File: src/rtl/prbs_pkg.sv
// Shared types and helpers for the ITU O.150 PRBS generator and checker.
// Holds the checker state encoding, the supported polynomial table and a popcount.
package prbs_pkg;

    typedef enum logic [1:0] {
        StHunt,
        StVerify,
        StLock
    } prbs_state_e;

    // Supported (length, tap) pairs; PRBS20 is listed with both of its usual taps.
    localparam int unsigned PolyNum = 8;
    localparam int unsigned PolyLen [PolyNum] = '{9, 11, 15, 20, 20, 23, 29, 31};
    localparam int unsigned PolyTap [PolyNum] = '{5, 9, 14, 3, 17, 18, 27, 28};

    localparam int unsigned PopMaxW = 1024;

    function automatic bit poly_valid(input int unsigned len, input int unsigned tap);
        bit ok;
        ok = 1'b0;
        for (int i = 0; i < int'(PolyNum); i++) begin
            if (PolyLen[i] == len && PolyTap[i] == tap) begin
                ok = 1'b1;
            end
        end
        return ok;
    endfunction

    function automatic int unsigned popcount(input logic [PopMaxW-1:0] v);
        int unsigned n;
        n = 0;
        for (int i = 0; i < int'(PopMaxW); i++) begin
            n = n + int'(v[i]);
        end
        return n;
    endfunction

endpackage

File: src/rtl/prbs_itu_o150.sv
// Combinational ITU O.150 parallel PRBS generator: one DATW-bit word per call, MSB first,
// plus the LFSR state that follows the word.
module prbs_itu_o150 #(
    parameter int unsigned DATW = 64,
    parameter int unsigned STA0 = 9,
    parameter int unsigned STA1 = 5
) (
    input  logic [STA0-1:0] iprbs_cur,
    output logic [STA0-1:0] oprbs_nxt,
    output logic [DATW-1:0] oprbs_dat
);

    logic [STA0-1:0] s;

    always_comb begin
        s         = iprbs_cur;
        oprbs_dat = '0;
        for (int i = int'(DATW) - 1; i >= 0; i--) begin
            oprbs_dat[i] = s[STA0-1] ^ s[STA1-1];
            s            = {s[STA0-2:0], oprbs_dat[i]};
        end
        oprbs_nxt = s;
    end

endmodule

File: src/rtl/prbs_chk_o150.sv
// ITU O.150 PRBS checker: hunts for a seed, verifies LOCK_CNT clean words, then counts
// bit errors against a free-running local generator until LOSS_CNT errored words in a row.
module prbs_chk_o150
    import prbs_pkg::*;
#(
    parameter int unsigned DATW     = 64,
    parameter int unsigned STA0     = 9,
    parameter int unsigned STA1     = 5,
    parameter int unsigned LOCK_CNT = 4,
    parameter int unsigned LOSS_CNT = 4,
    parameter int unsigned ERRW     = 32
) (
    input  logic                      iclk,
    input  logic                      irst,
    input  logic                      ivld,
    input  logic [DATW-1:0]           idat,
    input  logic                      iclr,
    output logic                      olock,
    output logic                      oerr,
    output logic [$clog2(DATW+1)-1:0] oerr_nbit,
    output logic [ERRW-1:0]           oerr_cnt
);

    localparam int unsigned NBW  = $clog2(DATW + 1);
    localparam int unsigned GW   = $clog2(LOCK_CNT + 1);
    localparam int unsigned BW   = $clog2(LOSS_CNT + 1);
    localparam int unsigned SumW = ERRW + NBW;
    localparam bit ParamOk = poly_valid(STA0, STA1) && (DATW >= STA0);

    prbs_state_e     fsm_q;
    logic [STA0-1:0] st_q;
    logic [GW-1:0]   good_q;
    logic [BW-1:0]   bad_q;

    logic [STA0-1:0] gen_nxt;
    logic [DATW-1:0] gen_dat;
    logic [DATW-1:0] diff;
    logic [STA0-1:0] seed;
    logic            seed_zero;
    logic [NBW-1:0]  nbit;
    logic            chk;
    logic [GW-1:0]   good_inc;
    logic [BW-1:0]   bad_inc;
    logic [SumW-1:0] sum;
    logic [ERRW-1:0] cnt_sat;

    prbs_itu_o150 #(
        .DATW (DATW),
        .STA0 (STA0),
        .STA1 (STA1)
    ) u_gen (
        .iprbs_cur (st_q),
        .oprbs_nxt (gen_nxt),
        .oprbs_dat (gen_dat)
    );

    always_comb begin
        diff      = idat ^ gen_dat;
        seed      = idat[STA0-1:0];
        seed_zero = (seed == '0);
        nbit      = NBW'(popcount(PopMaxW'(diff)));
        chk       = ivld && (fsm_q == StLock);
        good_inc  = good_q + 1'b1;
        bad_inc   = bad_q + 1'b1;
        sum       = SumW'(oerr_cnt) + SumW'(nbit);
        // Any carry into the upper bits means the counter would wrap: pin it at all-ones.
        cnt_sat   = (sum[SumW-1:ERRW] != '0) ? '1 : sum[ERRW-1:0];
    end

    always_ff @(posedge iclk) begin
        if (irst) begin
            fsm_q     <= StHunt;
            st_q      <= '0;
            good_q    <= '0;
            bad_q     <= '0;
            olock     <= 1'b0;
            oerr      <= 1'b0;
            oerr_nbit <= '0;
            oerr_cnt  <= '0;
        end else begin
            oerr <= 1'b0;
            if (iclr) begin
                oerr_cnt <= chk ? ERRW'(nbit) : '0;
            end else if (chk) begin
                oerr_cnt <= cnt_sat;
            end
            if (ivld) begin
                unique case (fsm_q)
                    StHunt: begin
                        if (!seed_zero) begin
                            st_q   <= seed;
                            good_q <= '0;
                            fsm_q  <= StVerify;
                        end
                    end
                    StVerify: begin
                        if (diff == '0) begin
                            st_q <= gen_nxt;
                            if (good_inc == GW'(LOCK_CNT)) begin
                                fsm_q  <= StLock;
                                olock  <= 1'b1;
                                good_q <= '0;
                                bad_q  <= '0;
                            end else begin
                                good_q <= good_inc;
                            end
                        end else begin
                            st_q   <= seed;
                            good_q <= '0;
                            if (seed_zero) begin
                                fsm_q <= StHunt;
                            end
                        end
                    end
                    StLock: begin
                        // Free-run from the local generator so line errors never reseed it.
                        st_q      <= gen_nxt;
                        oerr_nbit <= nbit;
                        oerr      <= (nbit != '0);
                        if (nbit != '0) begin
                            if (bad_inc == BW'(LOSS_CNT)) begin
                                fsm_q <= StHunt;
                                olock <= 1'b0;
                                bad_q <= '0;
                            end else begin
                                bad_q <= bad_inc;
                            end
                        end else begin
                            bad_q <= '0;
                        end
                    end
                    default: begin
                        fsm_q <= StHunt;
                        olock <= 1'b0;
                    end
                endcase
            end
        end
    end

    always_ff @(posedge iclk) begin
        param_check : assert (ParamOk);
    end

endmodule

File: config.mk
export PLATFORM = sky130hd
export DESIGN_NAME = prbs_chk_o150
export DESIGN_NICKNAME = d
export VERILOG_FILES = /design/src/rtl/prbs_pkg.sv /design/src/rtl/prbs_itu_o150.sv /design/src/rtl/prbs_chk_o150.sv
export SDC_FILE = /design/constraint.sdc
export NUM_CORES = 1
export LEC_CHECK = 0
export CAP_MARGIN = 20
export CORE_MARGIN = 2
export CORE_UTILIZATION = 37
export CTS_BUF_LIST = sky130_fd_sc_hd__clkbuf_8 sky130_fd_sc_hd__clkbuf_16
export DETAILED_ROUTE_END_ITERATION = 8
export HOLD_SLACK_MARGIN = 0.05
export SYNTH_ARGS = -nofsm -noshare
export SYNTH_HDL_FRONTEND = slang
export SYNTH_SLANG_ARGS = --single-unit
File: constraint.sdc
create_clock -name iclk -period 13.3 [get_ports iclk]
set_input_delay 2.66 -clock iclk [delete_from_list [all_inputs] [get_ports iclk]]
set_output_delay 2.66 -clock iclk [all_outputs]
set_load 0.01 [all_outputs]
Word-level counts from Yosys, hierarchy flattened

Index checks and enable logic that the tools add are counted.

Add/subtract/negate cells: 66
Eq/ne operators: 11
Reduce and logical (&&, ||, !) cells: 17
Bitwise logic cells: 68
Muxes and demuxes: 28

Operators by type and width:

| kind                                         | count |
|---|---|
| adder 7 x 1 -> 7 bit                         | 57 |
| 2-to-1 mux 32 bit                            | 3 |
| logical NOT 64 bit                           | 1 |
| bitwise XOR 1 bit                            | 64 |
| bitwise XOR 64 bit                           | 1 |
| adder 32 x 7 -> 33 bit                       | 1 |
| case mux 9 bit (3 select lines)              | 1 |
| 2-to-1 mux 3 bit                             | 7 |
| 2-to-1 mux 9 bit                             | 2 |
| nonzero test 7 bit                           | 2 |
| 2-to-1 mux 2 bit                             | 6 |
| case mux 3 bit (2 select lines)              | 2 |
| AND reduction 6 bit                          | 2 |
| logical NOT 9 bit                            | 1 |
| adder 6 x 1 -> 7 bit                         | 1 |
| 2-to-1 mux 7 bit                             | 1 |
| adder 3 x 1 -> 3 bit (second input constant) | 2 |
| adder 5 x 1 -> 6 bit                         | 1 |
| equality test 3 bit (second input constant)  | 2 |
| != test 2 bit (second input constant)        | 3 |
| != test 3 bit (second input constant)        | 2 |
| case mux 2 bit (3 select lines)              | 1 |
| AND reduction 3 bit                          | 2 |
| nonzero test 2 bit                           | 3 |
| other kinds (16)                             | 22 |

Output and inout bits: 41
Bits of input ports: 68
Register bits: 58

Depth between registers and ports, before layout

Depth after elaboration: 82
Mapped depth: 34
Mapped depth without buffers: 32

Cells and area by module

Synthesis repeated with hierarchy kept, for this count alone.

Cell total of the unflattened synthesis: 716
Area total of the unflattened synthesis: 6510.0 sq um

Modules (own cells, without submodules):

| module        | area an instance (sq um) | instances | cells each |
|---|---|---|---|
| prbs_chk_o150 | 5460.2                   | 1         | 611 |
| prbs_itu_o150 | 1049.8                   | 1         | 105 |

Least setup slack after synthesis

No wires, ideal clock.

Path kind: input to register
Start point: input port idat[11]
End point: register oerr_cnt[27]
Required time: 13.209 ns
Setup slack: 2.593 ns
Cell stages on the path: 30
Data arrival time: 10.616 ns
Path through: xnor3_1 xnor2_1 fa_1 inv_1 fa_1 inv_1 fa_1 inv_1 fa_1 fa_1 fa_1 fa_1 fa_1 inv_1 ha_1 inv_1 fa_1 nor2b_1 o21ai_0 a21boi_0 nor2_1 ha_1 inv_1 o21bai_1 a21oi_1 o21ba_2 or4b_2 and2_0 and3_1 a311oi_1

Word-level cells in the longest chain between the ends: 59

RTL lines:

| what                                   | RTL line            | source |
|---|---|---|
| from (decl)                            | prbs_chk_o150.sv:16 | `input logic [DATW-1:0] idat,` |
| bitwise XOR 64 bit (*)                 | prbs_chk_o150.sv:58 | `diff = idat ^ gen_dat;` |
| adder 7 x 1 -> 7 bit (*) (53 in a row) | prbs_pkg.sv:33      | `n = n + int'(v[i]);` |
| net nbit[4]                            | prbs_chk_o150.sv:40 | `logic [NBW-1:0] nbit;` |
| adder 32 x 7 -> 33 bit (*)             | prbs_chk_o150.sv:65 | `sum = SumW'(oerr_cnt) + SumW'(nbit);` |
| nonzero test 7 bit                     | prbs_chk_o150.sv:67 | `cnt_sat = (sum[SumW-1:ERRW] != '0) ? '1 : sum[ERRW-1:0];` |
| 2-to-1 mux 32 bit (*)                  | prbs_chk_o150.sv:67 |  |
| 2-to-1 mux 32 bit (*)                  | prbs_chk_o150.sv:84 | `end else if (chk) begin` |
| 2-to-1 mux 32 bit (*)                  | prbs_chk_o150.sv:82 | `if (iclr) begin` |
| to (signal assigned)                   | prbs_chk_o150.sv:83 | `oerr_cnt <= chk ? ERRW'(nbit) : '0;` |
| to (signal assigned)                   | prbs_chk_o150.sv:85 | `oerr_cnt <= cnt_sat;` |
| to (decl)                              | prbs_chk_o150.sv:21 | `output logic [ERRW-1:0] oerr_cnt` |

The timed path passes the listed nets; every way through them passes the cells marked *. The select of a mux whose other input is x is not followed.
A chain may end at the register's enable or synchronous reset.

Worst setup path after layout

Same ends and word-level chain as after synthesis.

==> flow_summary.json <==
{
  "synth.distinct_cells": 64,
  "postCtsHoldBufs": 0,
  "drive_gt1_frac": 0.05543,
  "fin_nets": 1015,
  "multi_input_area_mm2": 0.005578,
  "hp-class": "reg2reg",
  "slew_viol_final": 0,
  "routedWlPerCell_um": 17.86,
  "die_w_um": 143.1,
  "cpMostUsedCell": "fa_1",
  "synth_fa_ha_area_frac": 0.2080,
  "overflow": 0,
  "setup-tns-final_ns": 0,
  "syn_area_per_cell_um2": 9.406,
  "crit_path_max_fanout": 22,
  "synth_seq_cells": 58,
  "io_buffer_count": 108,
  "fin_skew_ns": 0.01345,
  "rsz0062_at_grt": "no",
  "setup_viol_count_final": 0,
  "crit_path_end_kind": "flip-flop",
  "synth_xor_area_frac": 0.2868,
  "maxCapViolCount": 0,
  "synth-warning-count": 0,
  "postCtsSetupRepairBufs": 0,
  "io-pin-count": 109,
  "die_h_um": 143.1,
  "worst_skew_pair.late_latency_ns": 0.34,
  "grt_pass1_wl_um": 32170,
  "synth.net_count": 915,
  "layout_commonest_cell": "clkdlybuf4s50_1",
  "htree_levels": 3,
  "path_delay_family": "adder cells",
  "worstPathArrival_ns": 11.95,
  "grt_max_degree": 35,
  "setup_ws_ns": 1.598,
  "max_stage_delay_ns": 0.94,
  "regArea_mm2": 0.001161,
  "layout_common_cells": "clkdlybuf4s50_1 (108), xnor2_1 (83), inv_1 (75), dfxtp_1 (58), fa_1 (55)",
  "cts_root_buffer": "clkbuf_16",
  "setup.worst_path.class": "in2reg",
  "critPathBufInv": 7,
  "required_ns": 13.55,
  "tritoncts": "built",
  "grt_pass1_vias": 5779,
  "async_flop_share": 0,
  "synthCells": 761,
  "drtAntennaViolNets": 0,
  "start_util": 0.3801,
  "synth_compound_area_frac": 0.1175,
  "fin_crit_ns": 11.70,
  "clkTransAtPathRegs_ns": 0.05,
  "drt-total-wl_um": 20110,
  "r2r_slack_ns": 1.75,
  "area.growth.synth_to_final_pct": 23.44,
  "place_ws_ns": 1.283,
  "rows": 50,
  "dpl.hpwl_um": 15860,
  "coreArea_mm2": 0.01883,
  "grt_antenna_before_repair": 0,
  "drc": 0,
  "drt_iter0_drc": 400,
  "min_path_cells": 2,
  "clock.fmax_ghz": 0.08546,
  "worstMarginPinSlew_ns": 0.9279,
  "dr.pass1.iters": 4,
  "hold_viol": 0,
  "r2r_start": "st_q[7]",
  "holdPathEnd": "good_q[2]",
  "cts_resized": 0,
  "synth_edf_count": 0,
  "crit_start": "idat[11]",
  "cts_buffer_depth": 2,
  "fp.dieArea_mm2": 0.02047,
  "routed_via_density": 5.147,
  "ys.flop_type": "dfxtp_1",
  "final.period_utilization": 0.8798,
  "grt_usage": 0.2062,
  "synth_seq_area_share": 0.1622,
  "min_from": "good_q[2]",
  "fill_cells": 1813,
  "slew_headroom": 0.3757,
  "reg2reg_to": "oerr_cnt[27]",
  "num_antenna_cells": 0,
  "netlist_area_mm2": 0.007158,
  "clock-sinks": 58,
  "r2r_cells": 32,
  "start_kind": "primary input",
  "synth_top_family_by_area": "XOR/XNOR gates",
  "yosys.area_share.simple": 0.1488,
  "cts-buffers-inserted": 9,
  "place_congestion": 0.9032,
  "crit_slowest_cell": "or4b_2",
  "outcome": "finished clean",
  "muxShareOfSynthArea": 0.01818,
  "route.vias.total": 5796
}
## cell families after synthesis
kind of cell    count (synthesis)
fa+ha+maj                      86
buf+inv                       104
xor+xnor                      169
flops                          58
simple gates                  205
compound gates                126
mux                            13
## through the flow
step / hold WS (ns) / util / instances / instance area [um2]
3_3_place_gp: 0.4498 / 0.4513 / 1109 / 8498
2_1_floorplan: 0.4402 / - / 761 / 7158
6_report: 0.4582 / 0.4692 / 1126 / 8836
3_5_place_dp: 0.4485 / 0.4513 / 1109 / 8498
4_1_cts: 0.4605 / 0.4688 / 1125 / 8828
5_1_grt: 0.4832 / 0.4692 / 1126 / 8836
## per-layer routing
layer / part of all wire / track usage / vias to the layer above
met2: 0.44 / 0.3138 / 175
met3: 0.057 / 0.03622 / 24
met1: 0.48 / 0.3029 / 2782
met5: 0 / 0 / -
li1: - / - / 2815
met4: 0.015 / 0.05159 / 0
## worst reg2reg max path, delay by kind of cell, from the launching register on
family                   cells  cell delay [ns]
adder cells (fa/ha/maj)     11             5.02
XOR/XNOR                     6             2.58
AND/OR/NAND/NOR              5             1.78
AO/OA/AOI/OAI                6             1.06
flip-flops                   1             0.77
buffers and inverters        4             0.27
## how the worst max path moves through the flow
stage | depth (start not counted) | endpoint
floorplan | 30 | oerr_cnt[27]
global placement | 31 | oerr_cnt[27]
detailed placement | 31 | oerr_cnt[27]
CTS | 31 | oerr_cnt[27]
global route | 31 | oerr_cnt[27]
finish | 31 | oerr_cnt[27]
## area by class of cell
| type | instances | area share |
|---|---|---|
| inverters | 74 | 0.03144 |
| repair buffers | 119 | 0.1317 |
| clock inverters | 5 | 0.008779 |
| flip-flops and latches | 58 | 0.1314 |
| clock buffers | 11 | 0.02860 |
| well taps | 260 | 0.03682 |
| multi-input cells | 599 | 0.6313 |
## cell usage after synthesis, drive strengths merged (9+ instances only)
master,number,area share
buf,11,0.0098
nor3,16,0.011
dfxtp,58,0.16
mux2i,13,0.018
xor3,10,0.033
ha,31,0.054
a21oi,37,0.026
xor2,44,0.056
nand2,48,0.025
nor2,42,0.022
xnor3,23,0.073
o21ai,21,0.015
and3,11,0.0096
nor4,9,0.010
xnor2,92,0.13
nand3,22,0.015
a311oi,15,0.018
fa,55,0.15
clkbuf,19,0.010
a211oi,10,0.010
inv,74,0.039
## sequential cells by signal, indices dropped and copies added (netlist names)
register and count:
oerr_cnt 32, st_q 9, oerr_nbit 7, bad_q 3, good_q 3, fsm_q 2
oerr 1, olock 1
Power is not shown: default switching activity piles up to over one toggle a cycle in this logic, so the estimate is an artifact.
